--- src/rtl/sram_phase_sequencer.sv ---
// rtl/sram_phase_sequencer.sv - phase sequencer and SRAM request-port arbiter (UART load, M1, VGA)
module sram_phase_sequencer #(
  parameter logic [25:0] TIMEOUT = 26'd49999999
) (
  input  logic        Clock,
  input  logic        Resetn,
  input  logic [3:0]  PB_pushed,
  input  logic [17:0] UART_SRAM_address,
  input  logic [15:0] UART_SRAM_write_data,
  input  logic        UART_SRAM_we_n,
  output logic        UART_rx_initialize,
  output logic        UART_rx_enable,
  input  logic [17:0] M1_address,
  input  logic [15:0] M1_write_data,
  input  logic        M1_wr_n,
  output logic        M1_start,
  input  logic        M1_finish,
  input  logic [17:0] VGA_SRAM_address,
  output logic        VGA_enable,
  output logic [17:0] SRAM_address,
  output logic [15:0] SRAM_write_data,
  output logic        SRAM_we_n,
  output logic [2:0]  Phase_state
);

  typedef enum logic [2:0] {
    S_IDLE           = 3'd0,
    S_ENABLE_UART_RX = 3'd1,
    S_WAIT_UART_RX   = 3'd2,
    S_M1_START       = 3'd3,
    S_M1_WAIT        = 3'd4
  } state_e;

  state_e      state_q;
  logic [25:0] timer_q;
  logic        seen_write_q;
  logic        vga_enable_q;
  logic        uart_init_q;
  logic        uart_enable_q;
  logic        m1_start_q;

  // Only buttons 0 and 1 have a meaning here.
  logic unused_pb;
  assign unused_pb = ^PB_pushed[3:2];

  always_ff @(posedge Clock or negedge Resetn) begin
    if (!Resetn) begin
      state_q       <= S_IDLE;
      timer_q       <= 26'd0;
      seen_write_q  <= 1'b0;
      vga_enable_q  <= 1'b1;
      uart_init_q   <= 1'b0;
      uart_enable_q <= 1'b0;
      m1_start_q    <= 1'b0;
    end else begin
      uart_init_q <= 1'b0;
      m1_start_q  <= 1'b0;
      case (state_q)
        S_IDLE: begin
          if (PB_pushed[0]) begin
            state_q       <= S_ENABLE_UART_RX;
            uart_init_q   <= 1'b1;
            uart_enable_q <= 1'b1;
            vga_enable_q  <= 1'b0;
            timer_q       <= 26'd0;
            seen_write_q  <= 1'b0;
          end else if (PB_pushed[1]) begin
            state_q      <= S_M1_START;
            m1_start_q   <= 1'b1;
            vga_enable_q <= 1'b0;
          end
        end
        S_ENABLE_UART_RX: begin
          state_q <= S_WAIT_UART_RX;
        end
        S_WAIT_UART_RX: begin
          // A write always restarts the idle window, even on the terminal count.
          if (!UART_SRAM_we_n) begin
            timer_q      <= 26'd0;
            seen_write_q <= 1'b1;
          end else if (timer_q == TIMEOUT) begin
            uart_enable_q <= 1'b0;
            m1_start_q    <= 1'b1;
            state_q       <= S_M1_START;
          end else if (seen_write_q) begin
            timer_q <= timer_q + 26'd1;
          end
        end
        S_M1_START: begin
          state_q <= S_M1_WAIT;
        end
        S_M1_WAIT: begin
          if (M1_finish) begin
            vga_enable_q <= 1'b1;
            state_q      <= S_IDLE;
          end
        end
        default: begin
          state_q       <= S_IDLE;
          timer_q       <= 26'd0;
          seen_write_q  <= 1'b0;
          vga_enable_q  <= 1'b1;
          uart_enable_q <= 1'b0;
        end
      endcase
    end
  end

  // Grant follows the registered state only, so ownership switches on clock edges.
  always_comb begin
    SRAM_address    = VGA_SRAM_address;
    SRAM_write_data = 16'd0;
    SRAM_we_n       = 1'b1;
    case (state_q)
      S_ENABLE_UART_RX, S_WAIT_UART_RX: begin
        SRAM_address    = UART_SRAM_address;
        SRAM_write_data = UART_SRAM_write_data;
        SRAM_we_n       = UART_SRAM_we_n;
      end
      S_M1_START, S_M1_WAIT: begin
        SRAM_address    = M1_address;
        SRAM_write_data = M1_write_data;
        SRAM_we_n       = M1_wr_n;
      end
      default: begin
        SRAM_address    = VGA_SRAM_address;
        SRAM_write_data = 16'd0;
        SRAM_we_n       = 1'b1;
      end
    endcase
  end

  assign UART_rx_initialize = uart_init_q;
  assign UART_rx_enable     = uart_enable_q;
  assign M1_start           = m1_start_q;
  assign VGA_enable         = vga_enable_q;
  assign Phase_state        = state_q;

endmodule
--- config.mk ---
export PLATFORM = sky130hd
export DESIGN_NAME = sram_phase_sequencer
export DESIGN_NICKNAME = d
export VERILOG_FILES = /design/src/rtl/sram_phase_sequencer.sv
export SDC_FILE = /design/constraint.sdc
export NUM_CORES = 1
export LEC_CHECK = 0
export CORE_MARGIN = 2
export CORE_UTILIZATION = 39
export CTS_CLUSTER_DIAMETER = 120
export DETAILED_ROUTE_END_ITERATION = 8
export PLACE_DENSITY = 0.82
export SLEW_MARGIN = 20
export SYNTH_ARGS = -nofsm -noshare
export SYNTH_HDL_FRONTEND = slang
export SYNTH_SLANG_ARGS = --single-unit
--- constraint.sdc ---
create_clock -name Clock -period 2.6 [get_ports Clock]
set_input_delay 0.39 -clock Clock [delete_from_list [all_inputs] [get_ports Clock]]
set_output_delay 0.39 -clock Clock [all_outputs]
set_load 0.05 [all_outputs]
==> results.yml <==
floorplanning:
  die_x_um: 83.7
  die_h_um: 83.7
  start_util_pct: 39.7
  core_area_um2: 6240
  num_rows: 29
  boundaryPins: 137
  dieArea_um2: 7000
power:
  peakVddDrop_mv: 1.63
  p_leak_nw: 1.82
  cellPowerDensity_nw_per_um2: 1670
  power_mw: 7.35
detailed_routing:
  wl_per_cell_um: 17.2
  wl_um: 8870
  vias: 3031
  drt-pass1-iter-count: 5
  final_antenna_net_count: 0
  drc: 0
  drtIter0Drc: 228
  routed_via_density: 5.90
worst_setup_path:
  end_kind: "primary output"
  worstPathRequired_ps: 2210
  crit_type: "reg2out"
  cp.arrival_ps: 2060
  r2r-end: "timer_q[25]"
  rrSetupSlack_ps: 290
  r2r_start: "timer_q[0]"
  startpoint_type: "flip-flop"
  reg2reg_depth: 6
  critPathMaxFanout: 36
cells_and_area:
  fillers: 485
  final_layout_size_suffix_gt1_share_pct: 19.5
  diodes: 0
  seq_area_um2: 855
  final_nets: 532
  area_delta_synth_final_pct: 78.1
  multiInputGateArea_um2: 1550
clock_tree:
  numCtsBuffers: 5
  worstSkewPairLatency_ps: 280
  cts_sinks: 34
  cts_buffer_depth: 2
  cts_tree: "done"
  cts.htree.levels: 2
  root_buffer: "clkbuf_8"
  clk_pin_slew_worst_paths_ps: 70
yosys:
  synthDistinctLibCells: 48
  synth_edf_count: 0
  async_flop_share_pct: 100
  synth_most_common_cell: "nand2_1"
  avgSynthCellArea_um2: 8.23
  synthCells: 301
  synth_top_area_cell: "dfrtp_1"
  synth_area_leaders: "dfrtp_1 (33%), nand2_1 (8.0%), a22o_1 (6.7%)"
  synthTopCellsByCount: "nand2_1 (53), dfrtp_1 (33), a22o_1 (19), a22oi_1 (19), nand3_1 (16)"
  syn_area_um2: 2480
  synth-seq-cells: 34
  syn_nets: 397
  ys.flop_type: "dfrtp_1"
  yosysWarnings: 0
  synth-seq-area-share_pct: 34.4
  synth_top_area_share_pct: 33.4
global_route:
  grt.overflow.total: 0
  antenna_found_initial: 0
  grt_use_total_pct: 25.4
  grt_max_degree: 37
  grt_pass1_wl_um: 14800
  grt_pass1_vias: 2979
sta:
  setup_viol: 0
  fin_crit_sh_pct: 94.3
  fin_crit_ps: 2450
  rsz0062_at_grt: "false"
  fin_tns_setup_ps: 0
  final_hold_viol_count: 0
  slew_violations: 0
  clock_skew_ps: 3.88
  worstMarginPinSlew_ps: 571
  fmaxAchievable_mhz: 408
  slew_headroom_pct: 61.7
hold_path:
  min_path_cells: 1
  min_from: "UART_rx_enable"
  hp-class: "reg2reg"
  worstHoldEndpoint: "UART_rx_enable"
flow_run:
  max-cap-violations: 0
placement:
  port_buffers: 134
  dp_hpwl_um: 7010
  place.gp.congestion: 0.906
outcome:
  status: "finished clean"
[routing by layer]
layer | up-vias | global-route usage [%] | share of wire, %
met5 | - | 0 | 0
met4 | 0 | 5.87 | 1.6
met3 | 15 | 4.95 | 6.9
met2 | 155 | 43.1 | 50
met1 | 1427 | 33.5 | 41
li1 | 1434 | - | -
[cells by family (layout without fill, tap and decap cells)]
logic type,Yosys count,after routing,share of synthesized area (%)
simple gates,136,136,28.4
compound gates,100,100,30.7
flops,34,34,34.4
buf+inv,26,162,4.45
mux,3,3,1.21
fa+ha+maj,1,1,0.505
xor+xnor,1,1,0.354
[registers in the layout (all words and copies together) (netlist names)]
signal              cells
M1_start                1
Phase_state             3
UART_rx_enable          1
UART_rx_initialize      1
VGA_enable              1
seen_write_q            1
timer_q                26
[through the flow]
step                      hold WS (ps)  setup slack (ps)  utilization (%)  instances  area (um^2)
after global placement             463              58.5             69.1        506         4310
final                              490               149             70.7        514         4410
after detailed placement           482              37.9             69.1        506         4310
after CTS                          497              60.1             70.6        514         4410
after global routing               513              46.1             70.7        514         4410
after floorplan                   94.4              10.4                -        301         2500
[report_power, final]
group	switching [mW]	internal, mW	total, mW
clock	0.183	0.213	0.396
sequential	0.0891	0.599	0.688
combinational	3.56	2.70	6.27
total	3.84	3.51	7.35
[worst max-delay path by stage]
| stage | from | end | slack [ps] |
|---|---|---|---|
| finish | Phase_state[0] | SRAM_we_n | 150 |
| global route | Phase_state[0] | SRAM_we_n | 50 |
| CTS | Phase_state[0] | SRAM_address[4] | 60 |
| detailed placement | Phase_state[0] | SRAM_address[4] | 40 |
| global placement | Phase_state[0] | SRAM_address[12] | 60 |
| floorplan | Phase_state[0] | SRAM_we_n | 10 |
[cell usage in the layout (no fill, tap or decap), types with 4 or more instances in the layout]
cell type	netlist	layout
clkbuf_8	0	6
dfrtp_1	33	31
or2_2	6	6
nor2_1	13	11
o21ai_0	13	12
nand3_1	16	16
clkdlybuf4s50_1	0	99
nand4_1	11	11
o211ai_1	6	6
nand2b_1	6	6
nand2_2	0	10
a21oi_1	7	7
buf_4	1	14
and3_1	4	4
inv_1	6	6
a22oi_1	19	19
a21o_1	4	4
o311ai_0	6	6
o31ai_1	6	6
nor4_1	5	5
nand2_1	53	43
o41ai_1	6	6
a22o_1	19	19
buf_12	0	35
nor3_1	8	8
[area by class of cell]
| type | count | share of cell area, % |
|---|---|---|
| flip-flops and latches | 34 | 19.4 |
| inverters | 6 | 0.511 |
| clock inverters | 1 | 0.113 |
| well taps | 77 | 2.18 |
| multi-input cells | 241 | 35.1 |
| repair buffers | 148 | 40.7 |
| clock buffers | 7 | 1.96 |
[critical path: stages, from the launching register on]
cell     delay (ps)
dfrtp_1         440
nor2b_1         200
a22o_1          230
buf_4           380
a22oi_1         170
o21ai_1         180
buf_12          180
[repair_timing]
item                                    CTS  global route
setup buffers                             0             0
endpoints found under the setup margin   18            18
hold buffers                              0             0
pin swaps                                 0             0
resized for setup                         1             1
Note: power is estimated with default switching activity, not from simulation.
